[src/rtl/alu_op_sequencer.sv]
// alu_op_sequencer
//
// Command front-end for a WIDTH-bit combinational ALU. Incoming commands are
// queued in a DEPTH-entry FIFO. A two-state FSM issues the head command to
// registered ALU operand/select outputs, then captures the ALU result and
// compare flags one cycle later into a valid/ready response register. The
// captured result is also kept as an accumulator, so a later command can use
// it as operand a and chain operations without a round trip through software.
//
// Ports:
//   clk, rst_n               clock; asynchronous active-low reset
//   cmd_valid / cmd_ready    command handshake (cmd_ready = fifo_count < DEPTH)
//   cmd_sel, cmd_a, cmd_b    opcode and operands of the incoming command
//   cmd_use_acc              take operand a from acc instead of cmd_a
//   alu_a, alu_b, alu_sel    registered operands/opcode driven to the ALU
//   alu_result, alu_agrtb,
//   alu_altb, alu_aeqb       ALU result and signed compare flags
//   rsp_valid / rsp_ready    response handshake
//   rsp_result, rsp_flags    captured result and {agrtb, altb, aeqb}
//   acc                      last captured result
//   fifo_count               number of queued commands

module alu_op_sequencer #(
    parameter int WIDTH = 12,
    parameter int SELW  = 4,
    parameter int DEPTH = 4
) (
    input  logic                     clk,
    input  logic                     rst_n,
    input  logic                     cmd_valid,
    output logic                     cmd_ready,
    input  logic [SELW-1:0]          cmd_sel,
    input  logic [WIDTH-1:0]         cmd_a,
    input  logic [WIDTH-1:0]         cmd_b,
    input  logic                     cmd_use_acc,
    output logic [WIDTH-1:0]         alu_a,
    output logic [WIDTH-1:0]         alu_b,
    output logic [SELW-1:0]          alu_sel,
    input  logic [WIDTH-1:0]         alu_result,
    input  logic                     alu_agrtb,
    input  logic                     alu_altb,
    input  logic                     alu_aeqb,
    output logic                     rsp_valid,
    input  logic                     rsp_ready,
    output logic [WIDTH-1:0]         rsp_result,
    output logic [2:0]               rsp_flags,
    output logic [WIDTH-1:0]         acc,
    output logic [$clog2(DEPTH):0]   fifo_count
);

    localparam int PW = $clog2(DEPTH);
    localparam int CW = PW + 1;
    localparam logic [CW-1:0] FULL_COUNT = CW'(DEPTH);

    typedef enum logic {
        IDLE,
        EXEC
    } state_t;

    state_t state;

    // Command storage; contents need no reset because the pointers and count
    // define which entries are live.
    logic [SELW-1:0]  q_sel     [DEPTH];
    logic [WIDTH-1:0] q_a       [DEPTH];
    logic [WIDTH-1:0] q_b       [DEPTH];
    logic             q_use_acc [DEPTH];

    logic [PW-1:0] wr_ptr;
    logic [PW-1:0] rd_ptr;
    logic          push;
    logic          pop;

    // Readiness comes only from the registered count, so a pop in the same
    // cycle never opens a slot for a simultaneous push when full.
    assign cmd_ready = (fifo_count < FULL_COUNT);
    assign push      = cmd_valid && cmd_ready;

    // Issue only when the response slot will be free at this edge, which
    // guarantees EXEC never captures on top of an unconsumed response.
    assign pop = (state == IDLE) && (fifo_count != '0) && (!rsp_valid || rsp_ready);

    always_ff @(posedge clk) begin
        if (push) begin
            q_sel[wr_ptr]     <= cmd_sel;
            q_a[wr_ptr]       <= cmd_a;
            q_b[wr_ptr]       <= cmd_b;
            q_use_acc[wr_ptr] <= cmd_use_acc;
        end
    end

    // Pointers wrap naturally because DEPTH is a power of two.
    always_ff @(posedge clk or negedge rst_n) begin
        if (!rst_n) begin
            wr_ptr     <= '0;
            rd_ptr     <= '0;
            fifo_count <= '0;
        end else begin
            if (push) begin
                wr_ptr <= wr_ptr + 1'b1;
            end
            if (pop) begin
                rd_ptr <= rd_ptr + 1'b1;
            end
            case ({push, pop})
                2'b10:   fifo_count <= fifo_count + 1'b1;
                2'b01:   fifo_count <= fifo_count - 1'b1;
                default: fifo_count <= fifo_count;
            endcase
        end
    end

    always_ff @(posedge clk or negedge rst_n) begin
        if (!rst_n) begin
            state      <= IDLE;
            alu_a      <= '0;
            alu_b      <= '0;
            alu_sel    <= '0;
            rsp_valid  <= 1'b0;
            rsp_result <= '0;
            rsp_flags  <= '0;
            acc        <= '0;
        end else begin
            case (state)
                IDLE: begin
                    if (rsp_valid && rsp_ready) begin
                        rsp_valid <= 1'b0;
                    end
                    if (pop) begin
                        alu_a   <= q_use_acc[rd_ptr] ? acc : q_a[rd_ptr];
                        alu_b   <= q_b[rd_ptr];
                        alu_sel <= q_sel[rd_ptr];
                        state   <= EXEC;
                    end
                end
                EXEC: begin
                    rsp_result <= alu_result;
                    rsp_flags  <= {alu_agrtb, alu_altb, alu_aeqb};
                    acc        <= alu_result;
                    rsp_valid  <= 1'b1;
                    state      <= IDLE;
                end
                default: begin
                    state <= IDLE;
                end
            endcase
        end
    end

endmodule

[config.mk]
export PLATFORM = sky130hd
export DESIGN_NAME = alu_op_sequencer
export DESIGN_NICKNAME = d
export VERILOG_FILES = /design/src/rtl/alu_op_sequencer.sv
export SDC_FILE = /design/constraint.sdc
export NUM_CORES = 1
export LEC_CHECK = 0
export CORE_MARGIN = 1
export CORE_UTILIZATION = 53
export DETAILED_ROUTE_END_ITERATION = 10
export PLACE_DENSITY = 0.79
export SYNTH_ARGS = -nofsm -noshare
export SYNTH_HDL_FRONTEND = slang
export SYNTH_SLANG_ARGS = --single-unit
[constraint.sdc]
create_clock -name clk -period 2.5 [get_ports clk]
set_input_delay 0.5 -clock clk [delete_from_list [all_inputs] [get_ports clk]]
set_output_delay 0.5 -clock clk [all_outputs]
set_load 0.1 [all_outputs]
==> run metrics <==
status finished clean; clock-pin slew on the worst setup and hold paths 0.06 ns; period utilization 77.7%; CTS root buffer clkbuf_16; H-Tree Depth 4; CTS tree yes; Syn-to-layout area delta 26.8%; cts repair resizes 0; final hold vios 0; CTS buffer count 17; Synth Instances 311; Final Max Slew Viols 0; Clock Sinks 168; ANT cells 0; mean area per synthesized cell 21.0 sq um; cts-stage hold buffer count 0; Die Area 12800 sq um; DP Wirelength 7100 um; Synth cell types 25; critical path data required time 2.81 ns; first-pass GRT wire length 17800 um; GR peak layer met2; worst hold margin 0.0915 ns; DRC viols 0; Setup crit start kind flop; register bit count reported by yosys 168; GR Layer Usage met1 24.0%; initial antenna violation count 0; IO Pins 108; nets@finish 479; sum of negative setup slack 0 ns; port bufs 107; CP max stage cell mux4_1; Final GP Congestion 0.698; 1st-iter DRT viols 136; Worst-Skew Late Latency 0.42 ns; most common cell after layout, fill and taps aside edfxtp_1; Final setup viols 0; DR pass1 iterations 4; vias per cell 5.48; layout cell share with drive strength beyond 1 45.2%; Starting Density 54.5%; Die X 113 um; Worst setup EP type flop; Synth Warn # 0; CTS max path bufs 2; Core Util, Final 69.1%; most frequent cells in the layout edfxtp_1, buf_4, dfrtp_1; DR vias 3205; Overall Global Routing Usage 19.4%; sequential area share after synthesis 73.1%; total gr overflow 0; Max Cap Viol 0; M3 GR Usage 6.37%; mapped cell area 6550 sq um; CP Max Fanout 14; Setup CP Type flop to flop; Die Y 113 um; biggest cell delay along the critical path 0.62 ns; WP data arrival 2.25 ns; Rel. slew slack 57.8%; Tmin final 1.94 ns; Routed WL 11200 um; hold crit path type primary input to asynchronous set/reset pin; worst path buffer plus inverter count 1; standard-cell rows 40; cell seen most often among critical-path stages mux2_2; core footprint 12000 sq um; Final ANT Viol Nets 0; Worst path top cell family by delay multiplexers; Worst Tran Pin Value 0.633 ns; Syn Nets 365; CP cell instances buf_4 -> mux4_1 -> mux2_2 -> mux2_2; drt wl/cell 19.2 um; M2 GR Usage 31.0%; f_max 515 MHz; vias in the first global route 3344; largest net degree at the start of global routing 30; number of post-CTS setup repair buffers 0; RSZ-0062 raised after global routing false; Final Skew 0.00681 ns
## worst paths after layout
kind	startpoint	end	slack [ns]	depth (start not counted)
min in group clk	fifo_count[0]	fifo_count[0]	0.51	1
max reg2reg	rd_ptr[0]	alu_a[3]	0.56	4
max in group asynchronous	rst_n	rd_ptr[0]	1.81	2
min reg2reg	fifo_count[0]	fifo_count[0]	0.51	1
max	rd_ptr[0]	alu_a[3]	0.56	4
min	rst_n	alu_b[2]	0.09	1
## worst reg2reg max path, cell delays in order, from the launching register on
cell	delay, ns
dfrtp_2	0.38
buf_4	0.30
mux4_1	0.62
mux2_2	0.28
mux2_2	0.26
## layout make-up
class | count | area [sq um]
Clock inverter | 10 | 165
Fill cell | 750 | 3710
Multi-Input combinational cell | 111 | 1590
Inverter | 7 | 26.3
Tap cell | 147 | 184
Clock buffer | 22 | 484
Timing Repair Buffer | 120 | 1060
Sequential cell | 168 | 4790
## cells in the mapped netlist, drive strengths merged
cell type | number | share of area (%)
edfxtp | 116 | 53
mux2 | 55 | 11
dfrtp | 52 | 20
mux4 | 29 | 10
buf | 22 | 2.2
inv | 7 | 0.40
ha | 5 | 0.96
and2 | 4 | 0.38
clkbuf | 3 | 0.17
nor3 | 3 | 0.23
xnor2 | 3 | 0.40
xor2 | 3 | 0.40
nor2b | 2 | 0.19
fa | 1 | 0.31
mux2i | 1 | 0.15
nand2 | 1 | 0.057
nor2 | 1 | 0.057
nor4b | 1 | 0.13
o21ai | 1 | 0.076
or2 | 1 | 0.096
## per-layer routing
layer,vias up,wire length (um)
met5,-,0
met4,0,252
met3,19,603
met2,103,5630
met1,1660,4760
li1,1423,-
## state kept, by name, indices dropped and copies added (netlist names), 2 cells and up
signal / flops
q_a: 48
q_b: 48
q_sel: 16
acc: 12
alu_a: 12
alu_b: 12
alu_sel: 4
q_use_acc: 4
fifo_count: 3
rsp_flags: 3
rd_ptr: 2
wr_ptr: 2
## per-stage QoR
step                worst slack (ns)  std cells  instance area [sq um]
finish                         0.556        585                   8300
global route                   0.466        585                   8300
CTS                            0.528        585                   8300
detailed placement             0.158        553                   7650
global placement               0.208        553                   7650
floorplan                     0.0933        311                   6550
## cell families after synthesis
group	share of synthesized area, %
fa+ha+maj	1.26
simple gates	1.15
compound gates	0.0764
xor+xnor	0.803
buf+inv	2.81
flops	73.1
mux	20.8
Power is not shown: default switching activity piles up to over one toggle a cycle in this logic, so the estimate is an artifact.
